$ cat src/rtl/dpsk_uart_pkg.sv
// Shared types and helpers for the DPSK host-UART transmit path.
// The PARITY state exists in the enum for all builds; it is only reached with UART_PARITY_EN.
package dpsk_uart_pkg;

    localparam int unsigned UART_DATA_BITS  = 8;
    localparam logic        UART_IDLE_LEVEL = 1'b1;

    typedef enum logic [2:0] {
        StIdle,
        StStart,
        StData,
        StParity,
        StStop
    } tx_state_t;

    function automatic int unsigned calc_baud_div(input int unsigned clk_freq,
                                                  input int unsigned baud_rate);
        return clk_freq / baud_rate;
    endfunction

    function automatic int unsigned calc_baud_cnt_w(input int unsigned baud_div);
        return (baud_div <= 2) ? 1 : $clog2(baud_div);
    endfunction

endpackage

$ cat src/rtl/byte_sync_fifo.sv
// Single-clock show-ahead FIFO with occupancy count; writes while full are ignored.
module byte_sync_fifo #(
    parameter int unsigned WIDTH = 8,
    parameter int unsigned DEPTH = 16,
    localparam int unsigned AW   = $clog2(DEPTH),
    localparam int unsigned CW   = $clog2(DEPTH) + 1
) (
    input  logic             clk,
    input  logic             rst,
    input  logic             wr_en,
    input  logic [WIDTH-1:0] wr_data,
    input  logic             rd_en,
    output logic [WIDTH-1:0] rd_data,
    output logic             full,
    output logic             empty,
    output logic [CW-1:0]    count
);

    logic [WIDTH-1:0] mem_q [DEPTH];
    logic [AW-1:0]    wr_ptr_q, wr_ptr_d;
    logic [AW-1:0]    rd_ptr_q, rd_ptr_d;
    logic [CW-1:0]    count_q, count_d;
    logic             wr_ok, rd_ok;

    assign full    = (count_q == CW'(DEPTH));
    assign empty   = (count_q == '0);
    assign count   = count_q;
    assign rd_data = mem_q[rd_ptr_q];

    // A pop in the same cycle does not free space for a write.
    assign wr_ok = wr_en && !full;
    assign rd_ok = rd_en && !empty;

    always_comb begin
        wr_ptr_d = wr_ptr_q;
        rd_ptr_d = rd_ptr_q;
        count_d  = count_q;
        if (wr_ok) wr_ptr_d = wr_ptr_q + 1'b1;
        if (rd_ok) rd_ptr_d = rd_ptr_q + 1'b1;
        if (wr_ok && !rd_ok) count_d = count_q + 1'b1;
        else if (rd_ok && !wr_ok) count_d = count_q - 1'b1;
    end

    always_ff @(posedge clk or posedge rst) begin
        if (rst) begin
            wr_ptr_q <= '0;
            rd_ptr_q <= '0;
            count_q  <= '0;
        end else begin
            wr_ptr_q <= wr_ptr_d;
            rd_ptr_q <= rd_ptr_d;
            count_q  <= count_d;
        end
    end

    always_ff @(posedge clk) begin
        if (wr_ok) mem_q[wr_ptr_q] <= wr_data;
    end

endmodule

$ cat src/rtl/dpsk_uart_tx.sv
// Byte FIFO plus 8N1 UART serialiser for the deframer output; drops and flags writes when full.
// Define UART_PARITY_EN to insert an even-parity bit between the data bits and the stop bit.
module dpsk_uart_tx
    import dpsk_uart_pkg::*;
#(
    parameter int unsigned CLK_FREQ   = 50_000_000,
    parameter int unsigned BAUD_RATE  = 115200,
    parameter int unsigned FIFO_DEPTH = 16
) (
    input  logic       sys_clk,
    input  logic       rst,
    input  logic [7:0] deframe_uart_data,
    input  logic       deframe_uart_data_vld,
    output logic       uart_deframe_ready,
    output logic       uart_tx,
    output logic       tx_busy,
    output logic       fifo_overflow
);

    localparam int unsigned BAUD_DIV = calc_baud_div(CLK_FREQ, BAUD_RATE);
    localparam int unsigned CNT_W    = calc_baud_cnt_w(BAUD_DIV);
    localparam int unsigned CW       = $clog2(FIFO_DEPTH) + 1;
    localparam logic [CNT_W-1:0] BAUD_LAST = CNT_W'(BAUD_DIV - 1);
    localparam logic [2:0]       BIT_LAST  = 3'(UART_DATA_BITS - 1);

    logic [7:0]    fifo_rd_data;
    logic          fifo_full, fifo_empty, fifo_pop;
    logic [CW-1:0] fifo_count;

    tx_state_t     state_q, state_d;
    logic [CNT_W-1:0] baud_q, baud_d;
    logic [2:0]    bit_q, bit_d;
    logic [7:0]    shift_q, shift_d;
    logic          tx_q, tx_d;
    logic          busy_q, busy_d;
    logic          overflow_q, overflow_d;
    logic          bit_end;
`ifdef UART_PARITY_EN
    logic          par_q, par_d;
`endif

    byte_sync_fifo #(
        .WIDTH (8),
        .DEPTH (FIFO_DEPTH)
    ) u_fifo (
        .clk     (sys_clk),
        .rst     (rst),
        .wr_en   (deframe_uart_data_vld),
        .wr_data (deframe_uart_data),
        .rd_en   (fifo_pop),
        .rd_data (fifo_rd_data),
        .full    (fifo_full),
        .empty   (fifo_empty),
        .count   (fifo_count)
    );

    assign uart_deframe_ready = (fifo_count != CW'(FIFO_DEPTH));
    assign uart_tx            = tx_q;
    assign tx_busy            = busy_q;
    assign fifo_overflow      = overflow_q;
    assign bit_end            = (baud_q == BAUD_LAST);
    assign overflow_d         = overflow_q | (deframe_uart_data_vld & fifo_full);

    always_comb begin
        state_d  = state_q;
        baud_d   = baud_q;
        bit_d    = bit_q;
        shift_d  = shift_q;
        tx_d     = tx_q;
        fifo_pop = 1'b0;
`ifdef UART_PARITY_EN
        par_d    = par_q;
`endif
        if (state_q != StIdle) baud_d = bit_end ? '0 : baud_q + 1'b1;

        unique case (state_q)
            StIdle: begin
                tx_d = UART_IDLE_LEVEL;
                if (!fifo_empty) begin
                    fifo_pop = 1'b1;
                    shift_d  = fifo_rd_data;
`ifdef UART_PARITY_EN
                    par_d    = ^fifo_rd_data;
`endif
                    baud_d   = '0;
                    state_d  = StStart;
                    tx_d     = 1'b0;
                end
            end
            StStart: begin
                if (bit_end) begin
                    state_d = StData;
                    bit_d   = '0;
                    tx_d    = shift_q[0];
                end
            end
            StData: begin
                if (bit_end) begin
                    shift_d = shift_q >> 1;
                    if (bit_q == BIT_LAST) begin
`ifdef UART_PARITY_EN
                        state_d = StParity;
                        tx_d    = par_q;
`else
                        state_d = StStop;
                        tx_d    = UART_IDLE_LEVEL;
`endif
                    end else begin
                        bit_d = bit_q + 1'b1;
                        tx_d  = shift_q[1];
                    end
                end
            end
            StParity: begin
                if (bit_end) begin
                    state_d = StStop;
                    tx_d    = UART_IDLE_LEVEL;
                end
            end
            StStop: begin
                if (bit_end) begin
                    // Chain straight into the next start bit when data is waiting.
                    if (!fifo_empty) begin
                        fifo_pop = 1'b1;
                        shift_d  = fifo_rd_data;
`ifdef UART_PARITY_EN
                        par_d    = ^fifo_rd_data;
`endif
                        state_d  = StStart;
                        tx_d     = 1'b0;
                    end else begin
                        state_d = StIdle;
                        tx_d    = UART_IDLE_LEVEL;
                    end
                end
            end
            default: begin
                state_d = StIdle;
                tx_d    = UART_IDLE_LEVEL;
            end
        endcase
        busy_d = (state_d != StIdle);
    end

    always_ff @(posedge sys_clk or posedge rst) begin
        if (rst) begin
            state_q    <= StIdle;
            baud_q     <= '0;
            bit_q      <= '0;
            shift_q    <= '0;
            tx_q       <= UART_IDLE_LEVEL;
            busy_q     <= 1'b0;
            overflow_q <= 1'b0;
`ifdef UART_PARITY_EN
            par_q      <= 1'b0;
`endif
        end else begin
            state_q    <= state_d;
            baud_q     <= baud_d;
            bit_q      <= bit_d;
            shift_q    <= shift_d;
            tx_q       <= tx_d;
            busy_q     <= busy_d;
            overflow_q <= overflow_d;
`ifdef UART_PARITY_EN
            par_q      <= par_d;
`endif
        end
    end

endmodule

$ cat config.mk
export PLATFORM = sky130hd
export DESIGN_NAME = dpsk_uart_tx
export DESIGN_NICKNAME = d
export VERILOG_FILES = /design/src/rtl/dpsk_uart_pkg.sv /design/src/rtl/byte_sync_fifo.sv /design/src/rtl/dpsk_uart_tx.sv
export SDC_FILE = /design/constraint.sdc
export NUM_CORES = 1
export LEC_CHECK = 0
export CAP_MARGIN = 20
export CORE_AREA = 10 10 154 114
export CTS_CLUSTER_SIZE = 30
export DETAILED_ROUTE_END_ITERATION = 8
export DIE_AREA = 0 0 164 124
export GPL_TIMING_DRIVEN = 0
export PLACE_DENSITY = 0.7
export SETUP_SLACK_MARGIN = 0.5
export SYNTH_ARGS = -nofsm -noshare
export SYNTH_HDL_FRONTEND = slang
export SYNTH_HIERARCHICAL = 1
export SYNTH_SLANG_ARGS = --single-unit
$ cat constraint.sdc
create_clock -name sys_clk -period 3.57 [get_ports sys_clk]
set_clock_uncertainty 0.05 [all_clocks]
set_input_delay 0.357 -clock sys_clk [delete_from_list [all_inputs] [get_ports sys_clk]]
set_output_delay 0.357 -clock sys_clk [all_outputs]
set_load 0.01 [all_outputs]
==> impl_metrics.ini <==
[power]
vdd_drop_max_mv = 0.461
clkPwrFrac_pct = 30.2
netSwitchingFraction_pct = 30.8
cellLeakagePower_nw = 3.07
intPower_mw = 4.36
power_switching_mw = 1.94
comb_power_share_pct = 28.6
pwr-share-seq_pct = 41.2
cellPowerDensity_mw_per_mm2 = 758

[logic_synthesis]
synth_flop_cell = edfxtp_1
yosys.cell_types.count = 52
synth.top_cell.area_share_pct = 53.7
synth_cells = 446
yosys-top-cells-count = edfxtp_1, dfrtp_1, mux2i_1
synth_fp_nets = 471
synthArstFlopShare_pct = 23.4
yosysSeqAreaShare_pct = 67.4
yosysMostFrequentCell = edfxtp_1
yosysWarnings = 6
netlist_area_mm2 = 0.00716
synth_edf_count = 128
synth_area_leaders = edfxtp_1, dfrtp_1, mux4_2, mux2i_1, mux2_2
avgSynthCellArea_um2 = 16.0
yosys.area.top_type = edfxtp_1
ys_ff_latch = 167

[floorplanning]
coreArea_mm2 = 0.0144
initial_core_util_pct = 49.5
rows = 37
ios = 15
die_w_um = 164
die_height_um = 124
die_area_mm2 = 0.0203

[grt]
grt_pass1_wl_um = 23500
grt_usage_pct = 15.5
overflow = 0
grt_max_degree = 27
antenna_found_initial = 0
grt_pass1_vias = 4097

[route]
routed_via_density = 5.86
met2_wirelength_um = 7120
drcViolationCount = 0
drtIter0Drc = 377
drtAntennaViolNets = 0
routed_wirelength_um = 15200
dr.max_layer_used = met4
via_count = 4111
route.detailed.wl_per_inst_um = 21.6
firstDrtPassIters = 5
wl_met3_um = 824
routedLengthMet1_um = 6960

[placement]
io_buffers = 14
hpwl_um = 10200
gp_congestion = 0.888

[worst_setup_path]
critPathBufInv = 2
path_cells = or4_4 -> nor2_4 -> or3_4 -> nor2_1 -> o21a_2 -> inv_2 -> ha_2 -> inv_2 -> fa_2 -> a21o_1 -> a21oi_2 -> mux2i_1 -> xnor2_1
worst_ep_required_time_ns = 3.86
critical_path.max_stage_delay_ns = 0.56
worst_path_most_repeated_cell = inv_2
worstPathArrival_ns = 3.22
r2r_start = u_fifo/count[0]
crit_start = u_fifo/count[0]
critPathMaxFanout = 5
crit_path_start_kind = flip-flop
end_kind = flip-flop
cpMaxStageDelayCell = or4_4
crit_type = flip-flop to flip-flop
critPathTopFamily = simple AND/OR/NAND/NOR gates

[clocking]
cts_hold_buf = 0
clock_latency_ns = 0.42
cts_sinks = 167
cts_max_level = 4
clk_pin_slew_worst_paths_ns = 0.07
clock-root-buffer = clkbuf_16
cts_buffers = 17
cts_tree = done
clk_path_buf_depth = 2

[final_layout]
synthToLayoutAreaGrowth_pct = 16.2
seqCellArea_mm2 = 0.00482
final_util_pct = 57.6
fillCellCount = 1097
finalNetCount = 518
multiInputGateArea_mm2 = 0.00219
diodes = 0
drive_above_1_share_pct = 23.3

[sta]
period_minus_slack_ns = 2.93
fmax_mhz = 342
drv_slew = 0
finalSetupViolCount = 0
tns_ns = 0
finalCritPeriodShare_pct = 82.0
rsz0062_at_grt = false
hold_viol_final = 0
max_slew_margin_pct = 44.3
worst_slew_pin_slew_ns = 0.832

[min_path]
min_path_type = input port to asynchronous set/reset pin

[status]
outcome = finished clean

[flow_run]
cap_violations = 0
-- power groups by stage --
stage | combinational (mW) | clock, mW | sequential [mW]
floorplan | 1.25 | 0 | 2.60
finish | 1.80 | 1.91 | 2.60
global route | 1.95 | 2.03 | 2.63
CTS | 1.78 | 1.93 | 2.60
detailed placement | 1.71 | 0 | 2.65
global placement | 1.65 | 0 | 2.63
-- path summary, 6_finish.rpt --
| kind | to | slack, ns | depth (start not counted) |
|---|---|---|---|
| worst min register to register | fifo_overflow | 0.41 | 1 |
| worst min-delay path | fifo_overflow | 0.11 | 2 |
| min in group sys_clk | fifo_overflow | 0.41 | 1 |
| worst max register to register | u_fifo/count[4] | 0.64 | 13 |
| worst max-delay path | u_fifo/count[4] | 0.64 | 13 |
| max in group asynchronous | u_fifo/count[0] | 2.82 | 2 |
-- final cells by class --
cell class / count / share of cell area (%)
clock inverters: 15 / 2.26
multi-input cells: 250 / 26.3
inverters: 8 / 0.361
flip-flops and latches: 167 / 58.0
repair buffers: 28 / 3.16
plain buffers: 21 / 1.85
well taps: 195 / 2.93
clock buffers: 17 / 5.12
-- metal layers --
metal | vias up | track usage [%]
met4 | 0 | 4.84
met1 | 2141 | 20.9
met5 | - | 0
met2 | 121 | 23.7
li1 | 1824 | -
met3 | 25 | 4.95
-- timing repair --
action / 4_1_cts / 5_1_grt
pin swaps: 3 / 3
gates resized for setup: 9 / 2
endpoints found under the setup margin: 2 / 1
setup buffers: 5 / 4
-- layout by cell type, fill, tap and decap left out, drive strengths merged, types with 17 or more instances in the layout --
| cell type | n |
|---|---|
| o21ai | 17 |
| clkbuf | 21 |
| mux2i | 33 |
| nor2 | 27 |
| nand2 | 27 |
| edfxtp | 128 |
| dfrtp | 38 |
| buf | 31 |
| mux2 | 17 |
-- flip-flops by register name, indices dropped and copies added (netlist names) --
register         flops
u_fifo/mem_q       128
baud_q               9
shift_q              8
u_fifo/count         5
u_fifo/rd_ptr_q      4
u_fifo/wr_ptr_q      4
bit_q                3
state_q              3
fifo_overflow        1
tx_busy              1
uart_tx              1
-- stage by stage --
step | power [mW] | instance area, µm² | std cells | hold WS, ns | worst slack, ns
6_report | 6.31 | 8310 | 701 | 0.111 | 0.644
5_1_grt | 6.61 | 8310 | 701 | 0.0954 | 0.519
4_1_cts | 6.31 | 8250 | 696 | 0.272 | 0.533
3_5_place_dp | 4.37 | 7580 | 659 | 0.402 | 0.144
3_3_place_gp | 4.28 | 7550 | 655 | 0.390 | 0.167
2_1_floorplan | 3.85 | 7170 | 446 | 0.184 | 0.514
-- logic make-up after synthesis --
logic type | share of synthesized area [%]
AO/OA/AOI/OAI | 6.54
XOR/XNOR | 2.08
adder cells (fa/ha/maj) | 2.55
buffers and inverters | 2.57
flip-flops | 67.4
multiplexers | 12.3
AND/OR/NAND/NOR | 6.56
No activity file was read; power rests on OpenSTA's default activity.
==> variant 1 (same flow settings) <==
The option `UART_PARITY_EN` is turned on by a define.
--- a/src/rtl/dpsk_uart_tx.sv
+++ b/src/rtl/dpsk_uart_tx.sv
@@ -1,5 +1,7 @@
 // Byte FIFO plus 8N1 UART serialiser for the deframer output; drops and flags writes when full.
 // Define UART_PARITY_EN to insert an even-parity bit between the data bits and the stop bit.
+`define UART_PARITY_EN
+
 module dpsk_uart_tx
     import dpsk_uart_pkg::*;
 #(
Formal check against the unedited RTL: no difference found for any inputs over 10 cycles, from zero or initial values and one cycle with rst high; that may be too few to reach the edited logic, so the function may still have changed.
==> variant 1 against the unedited design <==
Sequential cell count rose by 1. Largest cell class unchanged. Core utilization rose by 1.2 points. Synthesized area rose by 2.7%. Hold slack improved by 140 ps. Setup slack improved by 5.7 ps. Sequential power barely moved. Count of clock-buffer cells in the layout rose by 2. Die area did not move. Combinational power rose by 20%. Wire length rose by 1.3%. Design area rose by 2.0%. Highest routed layer unchanged. Critical path depth rose by 1. Power rose by 2.9%.
==> variant 1: results (changes against the unedited design) <==
Synthesized instance count: 484 (was 446). For the antenna diode instance count, the log shows 0 (unchanged). Most numerous cell types in the synthesized netlist: sky130_fd_sc_hd__edfxtp_1 (128), sky130_fd_sc_hd__nand2_1 (49), sky130_fd_sc_hd__dfrtp_1 (39) (was sky130_fd_sc_hd__edfxtp_1 (128), sky130_fd_sc_hd__dfrtp_1 (38), sky130_fd_sc_hd__mux2i_1 (33)). Biggest area contributors in the synthesized netlist: sky130_fd_sc_hd__edfxtp_1 (52%), sky130_fd_sc_hd__dfrtp_1 (13%), sky130_fd_sc_hd__mux4_2 (4.9%) (was sky130_fd_sc_hd__edfxtp_1 (54%), sky130_fd_sc_hd__dfrtp_1 (13%), sky130_fd_sc_hd__mux4_2 (5.0%)). The first-pass GRT wire length was 23.76 mm (was 23.52 mm). The via count of the first global-routing pass is 4194 (was 4097). The tools report the worst setup slack after placement as 76.03 ps (was 143.8 ps). The share of the yosys chip area belonging to registers was 65.93% (was 67.37%).

The run gives 697 (was 659) as the cell count after placement. The global-route usage over all layers was 15.58% (was 15.52%); the share of async-settable or async-resettable flops after synthesis was 23.81% (was 23.35%). The maximum number of pins on one net before global-route repair was 28 (was 27); the leakage component of the power was 3.135 nW (was 3.069 nW). The tools report the number of design-rule violations left by the first detailed-router iteration as 324 (was 377). The post-detailed-placement cell area is 0.007771 mm^2 (was 0.007580 mm^2). The tools report the number of cells in the finished layout apart from fillers as 740 (was 701). The run finished with clean final reports.

The post-detailed-route wirelength per cell came out at 20.73 um (was 21.61 um). The number of filler cells placed in the layout came out at 1119 (was 1097). The post-synth net total came out at 509 (was 471). Slew at the pin closest to its max-slew limit: 821.7 ps (was 832.4 ps). The logs give 557 (was 518) for the final net count and 51 (was 52) for the number of distinct library cell variants in the gate-level netlist after synthesis. For the routability congestion estimate, the log shows 0.8786 (was 0.8877). Met3 wire length: 1.016 mm (was 824 um). The routed metal-1 wirelength came out at 6.955 mm (was 6.964 mm). The maximum resistive drop on vdd is 0.4375 mV (was 0.4608 mV).
==> variant 1: worst paths after layout <==
check | slack [ps] | end | cells past startpoint | startpoint
min in group sys_clk | 410 | fifo_overflow | 1 | fifo_overflow
worst min register to register | 410 | fifo_overflow | 1 | fifo_overflow
worst max-delay path | 650 | u_fifo/count[4] | 14 | u_fifo/count[1]
worst max register to register | 650 | u_fifo/count[4] | 14 | u_fifo/count[1]
max in group asynchronous | 2770 | baud_q[4] | 3 | rst
worst min-delay path | 250 | state_q[2] | 2 | rst
==> variant 1: worst max-delay path: cells and delay by family, from the launching register on <==
family	cells	cell delay, ps
simple gates	4	860
flops	1	400
fa+ha+maj	2	490
xor+xnor	1	90
compound gates	3	470
buf+inv	3	190
mux	1	230
==> variant 1: power by group <==
part	internal [mW]	total, mW	switching (mW)
combinational	1.00	2.16	1.16
clock	0.967	1.71	0.746
sequential	2.43	2.61	0.180
total	4.40	6.49	2.09
==> variant 1: kinds of logic (layout without fill, tap and decap cells) <==
group	after synthesis	after routing	synth area share (%)
compound gates	62	62	6.435
flops	168	168	65.93
fa+ha+maj	14	14	2.486
mux	60	60	11.41
simple gates	118	118	7.678
xor+xnor	25	25	2.979
buf+inv	37	98	3.081
==> variant 1: metal layers <==
layer,track usage (%),vias to the layer above
met1,21.54,2171
met2,23.76,141
met5,0,-
li1,-,1933
met4,4.900,0
met3,4.088,23
==> variant 1: area by class of cell <==
class / count / area, um^2 / share of cell area (%)
clock buffers: 19 / 432.9 / 5.103
repair buffers: 29 / 272.8 / 3.215
inverters: 12 / 50.05 / 0.5900
multi-input cells: 279 / 2332 / 27.49
plain buffers: 25 / 181.4 / 2.139
flip-flops and latches: 168 / 4848 / 57.15
clock inverters: 13 / 121.4 / 1.431
well taps: 195 / 244.0 / 2.876
==> variant 1: what timing repair did <==
action,4_1_cts,5_1_grt
pin swaps,3,7
setup endpoints to repair,2,1
setup buffers,7,3
hold buffers,0,0
resized for setup,8,6
==> variant 2 (same flow settings) <==
Made on the original files. `shift_q` no longer has a reset.
--- a/src/rtl/dpsk_uart_tx.sv
+++ b/src/rtl/dpsk_uart_tx.sv
@@ -147,7 +147,6 @@
             state_q    <= StIdle;
             baud_q     <= '0;
             bit_q      <= '0;
-            shift_q    <= '0;
             tx_q       <= UART_IDLE_LEVEL;
             busy_q     <= 1'b0;
             overflow_q <= 1'b0;
@@ -158,7 +157,6 @@
             state_q    <= state_d;
             baud_q     <= baud_d;
             bit_q      <= bit_d;
-            shift_q    <= shift_d;
             tx_q       <= tx_d;
             busy_q     <= busy_d;
             overflow_q <= overflow_d;
@@ -168,5 +166,9 @@
         end
     end
 
+    always_ff @(posedge sys_clk) begin
+        shift_q <= shift_d;
+    end
+
 endmodule
 
Behaviour: same outputs for any inputs over 10 cycles, from zero or initial values and one cycle with rst high; that may be too few to reach the edited logic, so the function may still have changed.
==> variant 2 against the unedited design <==
Setup slack lost 0.91 ps. Synthesized area grew 0.93%. Via count grew 4.3%. Wire length grew 2.4%. Sequential cell count is the same. Largest cell class unchanged. Critical path depth is the same. Cell count grew 3.1%. Power shrank 2.9%. Design area grew 0.53%.
==> variant 2: results (changes against the unedited design) <==
The vias after detailed routing was 4288 (was 4111); the met3 demand-to-capacity share in global routing was 4.748% (was 4.946%). The post-synthesis share of cell area spent on full adders, half adders and majority gates came out at 2.529% (was 2.553%). The wire length on met2 was 7.108 mm (was 7.121 mm); the routability congestion estimate was 0.8074 (was 0.8877).

The number of filler cells placed in the layout came out at 1114 (was 1097). The run finished with clean final reports. The later pin in the worst-skew pair is clocked with a latency of 430 ps. The met1 layer usage reported by global route was 21.38% (was 20.92%).

The first element of the critical path is u_fifo/count[1] (was u_fifo/count[0]). Final net count: 540 (was 518). The tools report the maximum number of pins on one net before global-route repair as 20 (was 27). The CTS buffer count was 17 (unchanged); the global-route usage over all layers was 15.73% (was 15.52%).

Worst endpoint data arrival time: 3230 ps (was 3220 ps). Most numerous cell types in the synthesized netlist: sky130_fd_sc_hd__edfxtp_1 (136), sky130_fd_sc_hd__mux2i_1 (34), sky130_fd_sc_hd__nand2_1 (33) (was sky130_fd_sc_hd__edfxtp_1 (128), sky130_fd_sc_hd__dfrtp_1 (38), sky130_fd_sc_hd__mux2i_1 (33)). The met3 wire length came out at 1.341 mm (was 824 um). The maximum level of the CTS H-tree was 4 (unchanged); the met2 layer usage reported by global route was 23.96% (was 23.66%).

The maximum resistive drop on vdd came out at 0.4187 mV (was 0.4608 mV). The number of flops mapped to enable cells by yosys is 136 (was 128), and the routed metal-1 wirelength is 6.887 mm (was 6.964 mm). The slack of the worst reg-to-reg path is 640 ps (about the same). The share of the yosys chip area belonging to registers was 67.31% (was 67.37%); the share of async-settable or async-resettable flops after synthesis was 18.56% (was 23.35%). The tools report the number of design-rule violations left by the first detailed-router iteration as 399 (was 377). The fraction of synthesized area in multiplexers was 10.01% (was 12.33%). Biggest area contributors in the synthesized netlist: sky130_fd_sc_hd__edfxtp_1 (57%), sky130_fd_sc_hd__dfrtp_1 (10%), sky130_fd_sc_hd__mux4_2 (5.0%) (was sky130_fd_sc_hd__edfxtp_1 (54%), sky130_fd_sc_hd__dfrtp_1 (13%), sky130_fd_sc_hd__mux4_2 (5.0%)). The post-detailed-route wirelength per cell was 21.46 um (was 21.61 um).

The share of layout cells above drive strength 1 was 19.89% (was 23.32%); the HPWL after detailed placement was 10.32 mm (was 10.16 mm). The final hold violation count was 0 (unchanged). The slew at the pin closest to its max-slew limit is 964.0 ps (was 832.4 ps), and the post-synth net total is 495 (was 471). The xor/xnor cell area share of the yosys netlist is 1.213% (was 2.081%), and the number of distinct library cell variants in the gate-level netlist after synthesis is 57 (was 52). The run gives 24.03 mm (was 23.52 mm) as the first-pass GRT wire length.
[variant 2: cell types whose count changed in the layout (fill, tap and decap cells not counted), moves of 7 or more]
cell | unedited run | this run
sky130_fd_sc_hd__o21ai_0 | 15 | 23
sky130_fd_sc_hd__o31ai_1 | 0 | 8
sky130_fd_sc_hd__edfxtp_1 | 128 | 136
sky130_fd_sc_hd__nand2_1 | 26 | 33
sky130_fd_sc_hd__dfrtp_1 | 35 | 28
sky130_fd_sc_hd__nand2b_1 | 2 | 10
sky130_fd_sc_hd__xor2_1 | 8 | 1
sky130_fd_sc_hd__mux2_2 | 17 | 2
[variant 2: through the flow]
step	total power [mW]	cells	utilization [%]	setup slack, ps	hold slack (ps)
after floorplan	3.760	470	-	536.6	184.0
after global placement	4.173	679	52.66	136.8	391.5
after detailed placement	4.253	683	52.85	14.26	403.8
after CTS	6.103	718	57.48	500.7	278.8
after global routing	6.435	723	57.87	512.9	315.0
final	6.123	723	57.87	643.0	247.8
[variant 2: power by group]
| part | switching (mW) | internal (mW) |
|---|---|---|
| sequential | 0.144 | 2.40 |
| clock | 0.861 | 0.947 |
| combinational | 1.00 | 0.767 |
| total | 2.01 | 4.12 |
[variant 2: area by class of cell]
cell class                 instances  area [um^2]  share of cell area, %
clock buffer                      17        425.4                  5.090
buffer                            25        171.4                  2.051
multi-input combinational        267         2207                  26.41
sequential                       167         4863                  58.19
timing repair buffer              26        225.2                  2.695
tap                              195        244.0                  2.919
clock inverter                    15        180.2                  2.156
inverter                          11        41.29                 0.4940
[variant 2: what timing repair did]
action | 4_1_cts | 5_1_grt
resized for setup | 11 | 12
endpoints found under the setup margin | 4 | 2
buffers inserted | 3 | 4
pin swaps | 1 | 3
